<file path="config.mk">
export PLATFORM = sky130hd
export DESIGN_NAME = mmio_periph
export DESIGN_NICKNAME = d
export VERILOG_FILES = /design/src/rtl/mmio_periph.sv
export SDC_FILE = /design/constraint.sdc
export NUM_CORES = 1
export LEC_CHECK = 0
export ABC_AREA = 1
export CAP_MARGIN = 20
export CORE_AREA = 2 2 117 147
export CTS_CLUSTER_DIAMETER = 40
export DETAILED_ROUTE_END_ITERATION = 8
export DIE_AREA = 0 0 119 149
export GPL_TIMING_DRIVEN = 0
export PLACE_DENSITY_LB_ADDON = 0.08
export SYNTH_ARGS = -nofsm -noshare
export SYNTH_HDL_FRONTEND = slang
export SYNTH_SLANG_ARGS = --single-unit
</file>
<file path="constraint.sdc">
create_clock -name clk -period 2 [get_ports clk]
set_clock_uncertainty 0.2 [all_clocks]
set_input_delay 0.2 -clock clk [delete_from_list [all_inputs] [get_ports clk]]
set_output_delay 0.2 -clock clk [all_outputs]
set_load 0.05 [all_outputs]
</file>
<file path="src/rtl/mmio_periph.sv">
// Memory-mapped board I/O block: HEX/LED registers, synchronised switches, debounced buttons
// with sticky W1C rising-edge flags. Define MMIO_PERIPH_CYCLE_COUNTER_EN to add a 32-bit cycle counter at 0x14.
module mmio_periph #(
  parameter logic [31:0] BASE_ADDR       = 32'hFFFF_0000,
  parameter int unsigned N_BTN           = 5,
  parameter int unsigned N_SW            = 16,
  parameter int unsigned N_LED           = 16,
  parameter int unsigned HEX_W           = 16,
  parameter int unsigned DEBOUNCE_CYCLES = 1_000_000
) (
  input  logic             clk,
  input  logic             reset,
  input  logic             memread,
  input  logic             memwrite,
  input  logic [31:0]      addr,
  input  logic [31:0]      writedata,
  output logic [31:0]      readdata,
  input  logic [N_BTN-1:0] btn_in,
  input  logic [N_SW-1:0]  sw_in,
  output logic [N_LED-1:0] led,
  output logic [HEX_W-1:0] hex
);

  localparam int unsigned CW = (DEBOUNCE_CYCLES > 1) ? $clog2(DEBOUNCE_CYCLES) : 1;
  localparam logic [CW-1:0] CNT_LAST = CW'(DEBOUNCE_CYCLES - 1);

  localparam logic [2:0] OFF_HEX   = 3'd0;
  localparam logic [2:0] OFF_LED   = 3'd1;
  localparam logic [2:0] OFF_SW    = 3'd2;
  localparam logic [2:0] OFF_BTN   = 3'd3;
  localparam logic [2:0] OFF_EDGE  = 3'd4;
  localparam logic [2:0] OFF_CYCLE = 3'd5;

  // Bus decode: one 32-byte window, word offset in addr[4:2].
  logic       sel;
  logic [2:0] off;
  logic       wr_hex, wr_led, wr_edge;

  assign sel     = (addr[31:5] == BASE_ADDR[31:5]);
  assign off     = addr[4:2];
  assign wr_hex  = memwrite && sel && (off == OFF_HEX);
  assign wr_led  = memwrite && sel && (off == OFF_LED);
  assign wr_edge = memwrite && sel && (off == OFF_EDGE);

  logic [HEX_W-1:0] hex_q, hex_d;
  logic [N_LED-1:0] led_q, led_d;
  logic [N_SW-1:0]  sw_s1_q, sw_s1_d, sw_s2_q, sw_s2_d;
  logic [N_BTN-1:0] btn_s1_q, btn_s1_d, btn_s2_q, btn_s2_d;
  logic [N_BTN-1:0] stable_q, stable_d;
  logic [N_BTN-1:0] edge_q, edge_d;
  logic [CW-1:0]    cnt_q [N_BTN];
  logic [CW-1:0]    cnt_d [N_BTN];
  logic [31:0]      cycle_rd;

  // NOTE: every always_comb output gets a default first so no path leaves it unassigned (no latch).
  always_comb begin
    hex_d    = hex_q;
    led_d    = led_q;
    sw_s1_d  = sw_in;
    sw_s2_d  = sw_s1_q;
    btn_s1_d = btn_in;
    btn_s2_d = btn_s1_q;
    if (wr_hex) hex_d = writedata[HEX_W-1:0];
    if (wr_led) led_d = writedata[N_LED-1:0];
  end

  // Debounce: count while synced differs from stable; accept after DEBOUNCE_CYCLES differing cycles.
  always_comb begin
    stable_d = stable_q;
    for (int i = 0; i < N_BTN; i++) begin
      cnt_d[i] = '0;
      if (btn_s2_q[i] != stable_q[i]) begin
        if (cnt_q[i] == CNT_LAST) stable_d[i] = btn_s2_q[i];
        else                      cnt_d[i]    = cnt_q[i] + CW'(1);
      end
    end
  end

  // A rising edge of stable beats a simultaneous W1C clear of the same bit.
  always_comb begin
    edge_d = edge_q;
    if (wr_edge) edge_d = edge_q & ~writedata[N_BTN-1:0];
    edge_d = edge_d | (stable_d & ~stable_q);
  end

  // NOTE: sequential state uses non-blocking assignments so all flops update from pre-edge values.
  always_ff @(posedge clk) begin
    if (reset) begin
      hex_q    <= '0;
      led_q    <= '0;
      sw_s1_q  <= '0;
      sw_s2_q  <= '0;
      btn_s1_q <= '0;
      btn_s2_q <= '0;
      stable_q <= '0;
      edge_q   <= '0;
    end else begin
      hex_q    <= hex_d;
      led_q    <= led_d;
      sw_s1_q  <= sw_s1_d;
      sw_s2_q  <= sw_s2_d;
      btn_s1_q <= btn_s1_d;
      btn_s2_q <= btn_s2_d;
      stable_q <= stable_d;
      edge_q   <= edge_d;
    end
  end

  // NOTE: the debounce counter array is reset element by element so a pending press is discarded on reset.
  always_ff @(posedge clk) begin
    for (int i = 0; i < N_BTN; i++) begin
      if (reset) cnt_q[i] <= '0;
      else       cnt_q[i] <= cnt_d[i];
    end
  end

`ifdef MMIO_PERIPH_CYCLE_COUNTER_EN
  logic        wr_cycle;
  logic [31:0] cycle_q, cycle_d;

  assign wr_cycle = memwrite && sel && (off == OFF_CYCLE);

  always_comb begin
    cycle_d = cycle_q + 32'd1;
    if (wr_cycle) cycle_d = writedata;
  end

  always_ff @(posedge clk) begin
    if (reset) cycle_q <= '0;
    else       cycle_q <= cycle_d;
  end

  assign cycle_rd = cycle_q;
`else
  assign cycle_rd = '0;
`endif

  // Combinational read mux; reads never alter state, so a read+write returns the pre-write value.
  always_comb begin
    readdata = '0;
    if (memread && sel) begin
      case (off)
        OFF_HEX:   readdata[HEX_W-1:0] = hex_q;
        OFF_LED:   readdata[N_LED-1:0] = led_q;
        OFF_SW:    readdata[N_SW-1:0]  = sw_s2_q;
        OFF_BTN:   readdata[N_BTN-1:0] = stable_q;
        OFF_EDGE:  readdata[N_BTN-1:0] = edge_q;
        OFF_CYCLE: readdata            = cycle_rd;
        default:   readdata            = '0;
      endcase
    end
  end

  assign led = led_q;
  assign hex = hex_q;

  logic unused_bits;
  assign unused_bits = ^{addr[1:0], writedata};

endmodule

</file>
# Word level (Yosys, flattened, before mapping)
# Memory sizes are Yosys's and may differ from the RTL's.
# Index checks and enable logic that the tools add are counted.
[classes]
add_sub_neg = 5
eq_ne = 15
n_mux = 32
bitwise_logic = 10
n_reduce_logical = 6
[op_table]
columns = ["cell", "n"]
rows = [
  ["$mux 20", 15],
  ["$add 20x1->20 const B", 5],
  ["$eq 20x20->1 const B", 5],
  ["$pmux 11 s3", 1],
  ["$eq 27x27->1 const B", 1],
  ["$pmux 5 s5", 1],
  ["$mux 16", 1],
  ["$mux 1", 13],
  ["$and 5x5->5", 2],
  ["$not 5->5", 2],
  ["$eq 3x2->1 const B", 2],
  ["$logic_and 1x1->1", 5],
  ["$mux 5", 1],
  ["$ne 1x1->1", 5],
  ["$or 1x1->1", 5],
  ["$or 5x5->5", 1],
  ["$eq 3x1->1 const B", 1],
  ["$eq 3x3->1 const B", 1],
  ["$logic_not 3->1", 1],
]
[word_totals]
regBits = 84
mem_bits_rw = 100
input_bits = 89
word_cells = 77
memories = 1
[memory_table]
columns = ["memory", "words", "word_bits", "rd", "rd_ports_with_merged_regs", "wr", "line", "source"]
rows = [
  ["cnt_q", 5, 20, 5, 0, 5, "51", "logic [CW-1:0] cnt_q [N_BTN];"],
]

# Longest topological paths before layout
# An unclocked memory read counts as a cell.
[logic_depth]
ltp_word = 6
mapped_depth = 12

# Worst setup path after synthesis
# No wires, ideal clock.
[synth_timing]
path_kind = "input -> output"
start = "input addr[14]"
end = "output readdata[10]"
arrival_ns = 1.784
required_ns = 1.600
slack_ns = -0.184
stages = 8
n_path_buf = 1
path_cell_list = "nor2_1 -> nand3b_1 -> nor2_1 -> nand2_2 -> nor2_8 -> nand2_2 -> buf_6 -> a31oi_1"
[synth_via]
elab_chain_len = 3
[synth_rtl]
columns = ["element", "line", "source"]
rows = [
  ["from (decl)", "15", "input logic [31:0] addr,"],
  ["$eq 27x27->1", "39", "assign sel = (addr[31:5] == BASE_ADDR[31:5]);"],
  ["$logic_and 1x1->1", "141", "if (memread && sel) begin"],
  ["$mux 16", "141", ""],
  ["to (decl)", "17", "output logic [31:0] readdata,"],
]
# Every way passes these cells.

# Worst setup path in the final report
[layout_timing]
start = "register hex_q[3], in the netlist hex[3]"
end = "output readdata[3]"
[layout_via]
elab_chain_len = 2
[layout_rtl]
columns = ["element", "line", "source"]
rows = [
  ["from (decl)", "45", "logic [HEX_W-1:0] hex_q, hex_d;"],
  ["from (signal assigned)", "89", "hex_q <= '0;"],
  ["from (signal assigned)", "98", "hex_q <= hex_d;"],
  ["$pmux 5 s5", "142", "case (off)"],
  ["$mux 16", "141", ""],
]
# Every way passes these cells.

==> results.ini <==
[power]
p_total_mw = 7.38
ir_worst_vdd_uv = 452
p_leak_nw = 4.27
power_density_nw_per_um2 = 669

[clock_network]
clock_path_buffers = 2
cts-root-buf = clkbuf_16
cts_sinks = 184
h-tree-depth = 4
numCtsBuffers = 17
cts_tree = built
insertion_delay_ns = 0.44
clk_pin_slew_ns = 0.07

[layout]
fin_area_sq_um = 11000
layout.nets = 1427
drive_above_1_share_pct = 16.5
post-route-util_pct = 66.8
fillers = 1416
final_cell_mix = nand2_1 (218), nor2_1 (191), dfxtp_1 (181)
area_growth_pct = 29.6
layout_commonest_cell = nand2_1
n_antenna_cell = 0

[worst_setup_path]
path_cells = inv_1 > o22ai_2 > a211oi_4 > nor2_4 > buf_8
crit_buf_inv = 2
critPathKind = register to primary output
cp_max_fo = 2
cp_slowest_stage_delay_ns = 0.43
critPathSlowestCell = dfxtp_1
worstSetupEndpointType = primary output
critPathTopFamily = flip-flops
cp-start-kind = register
crit_required_ns = 1.60
critical_path_arrival_ns = 1.58

[synthesis]
synth_top_cell_area_share_pct = 43.3
synth_area_sq_um = 8510
synth_largest_area_cell = dfxtp_1
yosys.cell_types.count = 44
synth_area_leaders = dfxtp_1 (43%), nand2_1 (9.8%), nor2_1 (8.7%)
seq_area_frac_synth_pct = 43.3
avgSynthCellArea_sq_um = 7.33
async_reset_ff_share_pct = 0
synthFlopType = dfxtp_1
ys_ff_latch = 184
syn-instance-count = 1162
synth_edf_count = 0
yosys_warnings = 0

[sta]
drv_slew = 0
fin_crit_sh_pct = 98.8
slew_headroom_pct = 58.7
hold_slack_ns = 0.0686
fmax_mhz = 506
setup_viol = 0
hold_violations = 0
worst_pin_slew_ns = 0.619
rsz0062_at_grt = true
min_period_ns = 1.98
fin_setup_tns_ns = 0

[floorplan]
row_count = 53
coreArea_sq_um = 16500
io_pins = 153
die-width_um = 119
dieArea_sq_um = 17700
initial_core_util_pct = 51.6
die_h_um = 149

[global_route]
overflow = 0
grt_pass1_vias = 7353
antenna_found_initial = 0
grtUsageTotal_pct = 24.5
grt_first_pass_wirelength_mm = 34.9
grt_max_degree = 19

[detailed_routing]
detail_route.first_pass.iterations = 5
wl_per_cell_um = 14.0
vias_per_cell = 5.12
drtIter0Drc = 502
antenna_left = 0
vias = 8015
drcViolationCount = 0
wl_mm = 22.0

[placement]
dpl_cell_area_sq_um = 10000
place_congestion = 0.894
dp_hpwl_mm = 15.9
io_buffers = 117

[outcome]
status = finished, final reports clean

[min_path]
hold_path_class = input pin to register

[run]
cap_viol_max_count = 0

[path summary, 6_finish.rpt]
check	startpoint	to	slack (ns)	depth (start not counted)
worst max-delay path	hex[3]$_SDFFE_PP0P_	readdata[3]	0.02	5
worst min-delay path	sw_in[12]	sw_s1_q[12]$_SDFF_PP0_	0.07	3
worst max register to register	cnt_q[2][0]$_SDFF_PP0_	cnt_q[2][14]$_SDFF_PP0_	0.11	9
worst min register to register	btn_s1_q[3]$_SDFF_PP0_	btn_s2_q[3]$_SDFF_PP0_	0.20	2
[flip-flops by register name, indices dropped and copies added, names as in the netlist]
signal / cells
btn_s1_q: 5
btn_s2_q: 5
cnt_q: 100
edge_q: 5
hex: 16
led: 16
stable_q: 5
sw_s1_q: 16
sw_s2_q: 16
[tightest hold or removal path: cells and delay by family]
kind | cells | cell delay [ns]
buffers and inverters | 2 | 0.45
AND/OR/NAND/NOR | 1 | 0.03
[synth_stat cells (4+ instances only)]
cell / count
a21oi_1: 69
a21oi_2: 8
a31oi_1: 13
and3_1: 4
buf_2: 7
buf_4: 23
buf_6: 8
clkbuf_1: 11
dfxtp_1: 184
ha_1: 5
inv_1: 136
inv_2: 4
nand2_1: 222
nand2_2: 7
nand3_1: 44
nand3_2: 8
nand3b_1: 4
nand4_1: 55
nor2_1: 198
nor2_2: 8
nor2_4: 6
nor3_1: 45
nor3_2: 5
nor3b_1: 7
nor3b_2: 4
nor4_1: 4
o21ai_0: 15
or2_2: 5
xnor2_1: 13
xor2_1: 14
[metal layers]
metal / vias up / wire [um] / GRT usage (%)
met3: 44 / 1280 / 4.43
met1: 3638 / 9340 / 30.2
met2: 251 / 10800 / 42.4
met5: - / 0 / 0
met4: 0 / 493 / 9.64
li1: 4082 / - / -
[layout make-up]
cell class / instances / area [sq um] / area share, %
inverter: 142 / 541 / 4.90
timing repair buffer: 137 / 1280 / 11.6
clock buffer: 17 / 425 / 3.86
sequential: 184 / 3690 / 33.4
clock inverter: 15 / 136 / 1.24
tap: 220 / 275 / 2.49
multi-input combinational: 802 / 4320 / 39.1
buffer: 49 / 368 / 3.33
[what timing repair did]
action | 4_1_cts | 5_1_grt
hold endpoints to repair | 1 | 0
buffers inserted | 11 | 7
gates cloned | 1 | 1
resized for setup | 229 | 69
pin swaps | 21 | 20
hold buffers | 1 | 0
setup endpoints to repair | 47 | 90
[metrics by stage]
| stage | setup WS, ns | instances |
|---|---|---|
| 3_5_place_dp | -1.15 | 1514 |
| 3_3_place_gp | -1.24 | 1514 |
| 4_1_cts | -0.00389 | 1558 |
| 5_1_grt | -0.0280 | 1566 |
| 2_1_floorplan | -0.184 | 1177 |
| 6_report | 0.0237 | 1566 |
[kinds of logic after synthesis]
family	Yosys count	synth area share (%)
compound gates	119	7.95
other cells	1	0.0440
fa+ha+maj	5	0.735
xor+xnor	27	2.78
flops	184	43.3
simple gates	635	35.0
buf+inv	191	10.2
[power breakdown]
group	switching (mW)	leakage, nW	internal, mW
registers	0.0209	1.49	3.70
clock network	1.57	0.279	1.65
logic	0.251	2.50	0.188
total	1.85	4.27	5.54
(Power assumes the default switching activity.)
